File: config.mk
export PLATFORM = sky130hd
export DESIGN_NAME = instr_fetch_unit_flat
export DESIGN_NICKNAME = d
export VERILOG_FILES = /design/src/rtl/instr_fetch_unit_if.sv /design/src/rtl/instr_fetch_unit.sv /design/src/flat_wrapper.sv
export SDC_FILE = /design/constraint.sdc
export NUM_CORES = 1
export LEC_CHECK = 0
export CAP_MARGIN = 20
export CORE_MARGIN = 5
export CORE_UTILIZATION = 41
export DETAILED_ROUTE_END_ITERATION = 10
export GPL_TIMING_DRIVEN = 0
export PLACE_DENSITY = 0.77
export SLEW_MARGIN = 20
export SYNTH_ARGS = -nofsm -noshare
export SYNTH_HDL_FRONTEND = slang
export SYNTH_SLANG_ARGS = --single-unit
File: constraint.sdc
create_clock -name clk -period 2.2 [get_ports clk]
set_input_delay 0.44 -clock clk [delete_from_list [all_inputs] [get_ports clk]]
set_output_delay 0.44 -clock clk [all_outputs]
set_load 0.05 [all_outputs]
File: src/rtl/instr_fetch_unit_if.sv
// Instruction-memory request/response bus between the fetch unit (master)
// and instruction memory (slave).
interface instr_fetch_unit_if #(
    parameter int unsigned PC_W = 64
);
    logic            imem_req;
    logic [PC_W-1:0] imem_addr;
    logic            imem_ack;
    logic [31:0]     imem_rdata;

    modport master (
        output imem_req,
        output imem_addr,
        input  imem_ack,
        input  imem_rdata
    );

    modport slave (
        input  imem_req,
        input  imem_addr,
        output imem_ack,
        output imem_rdata
    );
endinterface

File: src/rtl/instr_fetch_unit.sv
// Fetch stage: holds the PC, issues single-outstanding imem requests and
// latches the returned word into the instruction register.
module instr_fetch_unit #(
    parameter int unsigned     PC_W     = 64,
    parameter logic [PC_W-1:0] RESET_PC = '0
) (
    input  logic                 clk,
    input  logic                 reset,
    instr_fetch_unit_if.master   imem,
    input  logic                 stall,
    input  logic                 redirect_valid,
    input  logic [PC_W-1:0]      redirect_target,
    output logic                 ir_valid,
    output logic [31:0]          ir_out,
    output logic [PC_W-1:0]      ir_pc,
    output logic                 fetch_misaligned
);

    typedef enum logic [1:0] {S_REQ, S_WAIT, S_HOLD, S_ERR} state_t;

    state_t          state;
    state_t          state_nx;
    logic [PC_W-1:0] pc;
    logic            drop;
    logic            tgt_mis;
    logic            busy_after;

    assign tgt_mis    = |redirect_target[1:0];
    // A request issued this cycle, or still unanswered, must be drained.
    assign busy_after = (state == S_REQ) || ((state == S_WAIT) && !imem.imem_ack);

    always_ff @(posedge clk) begin
        if (!reset) begin
            state <= S_REQ;
        end else begin
            state <= state_nx;
        end
    end

    always_comb begin
        state_nx = state;
        if (redirect_valid) begin
            if (busy_after) begin
                state_nx = S_WAIT;
            end else begin
                state_nx = tgt_mis ? S_ERR : S_REQ;
            end
        end else begin
            case (state)
                S_REQ:  state_nx = S_WAIT;
                S_WAIT: begin
                    if (imem.imem_ack) begin
                        // A drained redirect lands in S_ERR if its target was misaligned.
                        if (drop) begin
                            state_nx = fetch_misaligned ? S_ERR : S_REQ;
                        end else begin
                            state_nx = S_HOLD;
                        end
                    end
                end
                S_HOLD: if (!stall) state_nx = S_REQ;
                S_ERR:  state_nx = S_ERR;
                default: state_nx = S_REQ;
            endcase
        end
    end

    always_comb begin
        imem.imem_req  = (state == S_REQ);
        imem.imem_addr = pc;
    end

    always_ff @(posedge clk) begin
        if (!reset) begin
            pc               <= RESET_PC;
            drop             <= 1'b0;
            ir_valid         <= 1'b0;
            ir_out           <= '0;
            ir_pc            <= '0;
            fetch_misaligned <= 1'b0;
        end else if (redirect_valid) begin
            pc               <= redirect_target;
            ir_valid         <= 1'b0;
            fetch_misaligned <= tgt_mis;
            drop             <= busy_after;
        end else if ((state == S_WAIT) && imem.imem_ack) begin
            if (drop) begin
                drop <= 1'b0;
            end else begin
                ir_out   <= imem.imem_rdata;
                ir_pc    <= pc;
                ir_valid <= 1'b1;
                pc       <= pc + PC_W'(4);
            end
        end else if ((state == S_HOLD) && !stall) begin
            ir_valid <= 1'b0;
        end
    end

endmodule
File: src/flat_wrapper.sv
// flat-port wrapper written by rule: the top's interface ports become plain ports
module instr_fetch_unit_flat 
#(
    parameter int unsigned     PC_W     = 64,
    parameter logic [PC_W-1:0] RESET_PC = '0
)
  (clk, reset, stall, redirect_valid, redirect_target, ir_valid, ir_out, ir_pc, fetch_misaligned, imem_imem_req, imem_imem_addr, imem_imem_ack, imem_imem_rdata);
  instr_fetch_unit_if #(.PC_W(PC_W)) imem_i ();
  input  logic clk;
  input  logic reset;
  input  logic stall;
  input  logic redirect_valid;
  input  logic [PC_W-1:0] redirect_target;
  output logic ir_valid;
  output logic [31:0] ir_out;
  output logic [PC_W-1:0] ir_pc;
  output logic fetch_misaligned;
  output wire logic [$bits(imem_i.imem_req)-1:0] imem_imem_req;
  output wire logic [$bits(imem_i.imem_addr)-1:0] imem_imem_addr;
  input wire logic [$bits(imem_i.imem_ack)-1:0] imem_imem_ack;
  input wire logic [$bits(imem_i.imem_rdata)-1:0] imem_imem_rdata;
  assign imem_imem_req = imem_i.imem_req;
  assign imem_imem_addr = imem_i.imem_addr;
  assign imem_i.imem_ack = imem_imem_ack;
  assign imem_i.imem_rdata = imem_imem_rdata;
  instr_fetch_unit #(.PC_W(PC_W), .RESET_PC(RESET_PC)) u_core (.clk(clk), .reset(reset), .imem(imem_i), .stall(stall), .redirect_valid(redirect_valid), .redirect_target(redirect_target), .ir_valid(ir_valid), .ir_out(ir_out), .ir_pc(ir_pc), .fetch_misaligned(fetch_misaligned));
endmodule
# After elaboration in Yosys (flattened, before gate mapping)
# Index checks and enable logic that the tools add are counted.
# word_totals
regBits	165
latchBits	0
ram_bits	0
rom_bits	0
in_bits	101
out_inout_bits	163
wordCells	49
mem_count	0
# classes
add_sub_neg	1
n_mul	0
div_mod_pow	0
magnitude_cmp	0
n_eq_ne	7
n_shift	0
mux	16
bitwise_logic	3
n_reduce_logical	15
# op_table
op	count
64-bit two-way mux	3
64-bit by 3-bit adder with 64-bit output (second input constant)	1
2-bit two-way mux	7
2-bit case mux with 4 select lines	1
3-bit inequality test (second input constant)	2
2-bit AND reduction	3
1-bit two-way mux	5
2-bit == test (second input constant)	2
2-bit inequality test (second input constant)	2
2-bit nonzero test	2
2-bit OR reduction	2
1-bit logical AND	3
1-bit inverter	3
3-bit AND reduction	1
2-bit by 1-bit == test with 1-bit output (second input constant)	1
1-bit logical NOT	2
2-bit logical NOT	1
1-bit logical OR	1

# Logic depth before layout (Yosys ltp)
# depth
depth_word	5
depth_mapped	8
ltp_nobuf	6

# Worst setup path after synthesis
# No wires, ideal clock.
# synth_path
kind	register to register
startpoint	register u_core.pc[5], in the netlist u_core.imem.imem_addr[5]
endpoint	register u_core.pc[55], in the netlist u_core.imem.imem_addr[55]
setup_ns	0.074
arrival_ns	2.837
required_time_ns	2.126
setup_slack_ns	-0.712
path_stages_with_launch	7
path_buffers	1
synth_period_minus_slack_ns	2.912
path_cell_list	dfxtp_1 -> nand4_2 -> or4_4 -> buf_6 -> or4_4 -> or4_1 -> a31oi_1
# synth_via
elab_chain_len	4
# synth_lines
item	line_no	text
start, declared	instr_fetch_unit.sv:23	logic [PC_W-1:0] pc;
start signal, assigned	instr_fetch_unit.sv:82	pc <= redirect_target;
start signal, assigned	instr_fetch_unit.sv:93	pc <= pc + PC_W'(4);
64-bit by 3-bit adder with 64-bit output	instr_fetch_unit.sv:93	
64-bit two-way mux	instr_fetch_unit.sv:87	if (drop) begin
64-bit two-way mux	instr_fetch_unit.sv:86	end else if ((state == S_WAIT) && imem.imem_ack) begin
64-bit two-way mux	instr_fetch_unit.sv:81	end else if (redirect_valid) begin
# Every way passes these cells. The select of a mux whose other input is x is not followed.
# A chain may end at the register's enable or synchronous reset.

# Worst setup path after layout
# layout_path
startpoint	register u_core.pc[14], in the netlist u_core.imem.imem_addr[14]
endpoint	register u_core.pc[35], in the netlist u_core.imem.imem_addr[35]
# The elaborated chain is that of the path after synthesis.

==> impl_metrics.ini <==
[logic_synthesis]
synth_top_area_cell = dfxtp_1
synth_ff_type = dfxtp_1
async_reset_ff_share_pct = 0
synth.distinct_cells = 51
syn_area_sq_um = 7250
yosysTopAreaCellShare_pct = 45.5
syn_avg_cell_area_sq_um = 7.72
synth-seq-area-share_pct = 45.5
synth_area_leaders = dfxtp_1 46%, nand2_1 12%, a21oi_1 8.3%, o21ai_0 3.3%, clkbuf_1 3.2%
synth_edf_count = 0
yosys_warnings = 0
syn_nets = 1041
synthCells = 939
synth_seq_cells = 165

[timing]
period_needed_ns = 2.48
finalCritPeriodShare_pct = 113
worst_pin_slew_ns = 0.754
finalHoldViolations = 0
hold_slack_ns = 0.453
relSlewSlack_pct = 49.7
tns_ns = -1.89
setup-violations-final = 11
fin_ws_ns = -0.276
fmax_ghz = 0.404
skew_ns = 0.0101
finalMaxSlewViolations = 0
rsz0062_at_grt = true

[critical_path]
cp_cell_sequence = nand4_1 > or4_4 > buf_6 > or4_4 > buf_6 > or3_1 > a31oi_1
critPathTopFamily = simple AND/OR/NAND/NOR gates
critPathLaunchType = flip-flop
critPathArrivalTime_ns = 2.83
required_ns = 2.56
slowest_delay_ns = 0.59
crit_type = reg2reg
cp-startpoint = u_core.imem.imem_addr[14]
reg2reg_from = u_core.imem.imem_addr[14]
cp-end-kind = flip-flop
cp_num_buf_inv = 2
slowest_stage = or4_4
cp_max_fo = 5

[global_routing]
grt_usage_pct = 27.2
grt_pass1_wl_um = 43900
antenna_found_initial = 1
grt_max_degree = 17
grt_pass1_vias = 8021
grt_remaining_overflow = 0

[routing]
postRouteAntennaNets = 0
drt_first_pass_iters = 8
route.detailed.drc = 0
via_per_inst = 5.67
via_count = 8427
totalWireLength_um = 29000
drt-initial-drc-count = 772
wl_per_cell_um = 19.5

[clock_network]
h-tree-depth = 4
path_clk_slew_ns = 0.07
cts_tree = done
clk-insertion-delay-late_ns = 0.43
cts_root_buffer = clkbuf_16
cts_max_path_buffers = 2
clock_sink_count = 165
cts_made_buffers = 17

[min_path]
hp-start = u_core.ir_out[9]
worstHoldPathType = reg2reg

[run_status]
violations = negative setup slack
status = complete, but fails checks

[placed_design]
gp_congestion = 0.982
port_buffers = 262
dp_hpwl_um = 20400
place_area_sq_um = 10300

[finish]
final_nets = 1350
layout_common_cells = 232 x clkdlybuf4s50_1, 229 x nand2_1, 131 x dfxtp_1
final_core_util_pct = 65.1
areaGrowthSynthToFinish_pct = 55.7
n_fill_cell = 1504
fin_area_sq_um = 11300
drive_above_1_share_pct = 12.7
final_common_cell = clkdlybuf4s50_1
diodes = 0

[floorplan]
rows = 48
dieArea_sq_um = 20500
core_area_sq_um = 17400
io_pins = 264
die_h_um = 143
die_w_um = 143
initial_utilization_pct = 41.8

[power_and_ir_drop]
power_mw = 7.61
leakage_nw = 4.06
power.density_nw_per_um2 = 674
vdd_ir_drop_max_mv = 0.567

[job]
drv_cap = 0
power by group:
group	internal (mW)	leakage (nW)	total [mW]	switching, mW
Combinational	0.503	2.41	1.35	0.850
Clock	1.72	0.288	2.98	1.26
Sequential	3.11	1.36	3.28	0.168
Total	5.34	4.06	7.61	2.27
routing by layer:
metal / share of wire (%) / vias to the layer above / global-route usage (%)
li1: - / 3956 / -
met1: 39 / 3906 / 34.9
met2: 46 / 478 / 43.7
met3: 12 / 85 / 7.64
met4: 3.6 / 2 / 10.5
met5: 0.017 / - / 0
stage by stage:
step                setup WS (ns)  std cells
floorplan                  -0.276        939
finish                     -0.276       1486
global placement            -1.52       1426
detailed placement          -1.11       1426
CTS                        -0.209       1479
global route               -0.341       1486
worst min-delay path, cell delays in order (launching register included):
cell and delay [ns]:
dfxtp_1 0.31, nand2_1 0.05, a21oi_1 0.05
cell families after synthesis:
family	Yosys count	share of synthesized area, %
flip-flops	165	45.5
XOR/XNOR	25	3.02
buffers and inverters	77	4.14
adder cells (fa/ha/maj)	1	0.172
AO/OA/AOI/OAI	232	18.3
multiplexers	4	0.552
AND/OR/NAND/NOR	435	28.3
worst paths after layout:
check                                                  to  slack [ns]  cells after the start
worst max-delay path            u_core.imem.imem_addr[35]       -0.28                      7
worst min-delay path                     u_core.ir_out[9]        0.45                      2
worst max register to register  u_core.imem.imem_addr[35]       -0.28                      7
worst min register to register           u_core.ir_out[9]        0.45                      2
flip-flops by register name (all words and copies together) (netlist names):
name and cells:
u_core.drop 1, u_core.fetch_misaligned 1, u_core.state 2, u_core.imem.imem_addr 64, u_core.ir_pc 64, u_core.ir_out 32, u_core.ir_valid 1
repair_timing:
item / CTS / global route
setup buffers: 22 / 7
hold buffers: 0 / 0
pin swaps: 11 / 9
cloned: 1 / 1
endpoints found under the setup margin: 167 / 152
resized for setup: 50 / 61
hold endpoints to repair: 0 / 0
area by class of cell:
| cell class | count | area [sq um] | share of cell area (%) |
|---|---|---|---|
| Timing Repair Buffer | 292 | 2860 | 25.3 |
| Buffer | 65 | 302 | 2.67 |
| Clock buffer | 22 | 495 | 4.39 |
| Clock inverter | 10 | 95.1 | 0.842 |
| Tap cell | 225 | 282 | 2.49 |
| Sequential cell | 165 | 3380 | 29.9 |
| Inverter | 9 | 33.8 | 0.299 |
| Multi-Input combinational cell | 698 | 3850 | 34.1 |
cells in the mapped netlist (2+ instances only):
| master | n |
|---|---|
| nand2_1 | 230 |
| dfxtp_1 | 165 |
| a21oi_1 | 120 |
| clkbuf_1 | 62 |
| o21ai_0 | 48 |
| nor2_1 | 39 |
| nand3_1 | 31 |
| nand4_1 | 30 |
| nor3_1 | 23 |
| a31oi_1 | 19 |
| and3_1 | 16 |
| or4_1 | 16 |
| xnor2_1 | 15 |
| or3_1 | 14 |
| nor4_1 | 13 |
| a211oi_1 | 12 |
| xor2_1 | 10 |
| inv_1 | 9 |
| o31ai_1 | 8 |
| and4_1 | 7 |
| a311oi_1 | 5 |
| mux2i_1 | 4 |
| o211ai_1 | 4 |
| buf_2 | 3 |
| a2111oi_0 | 2 |
| buf_1 | 2 |
| nand2b_1 | 2 |
| nor4b_1 | 2 |
| o21a_1 | 2 |
| o221ai_1 | 2 |
| o31a_1 | 2 |
| or2_2 | 2 |
| or4_4 | 2 |
Note: power is estimated with default switching activity, not from simulation.
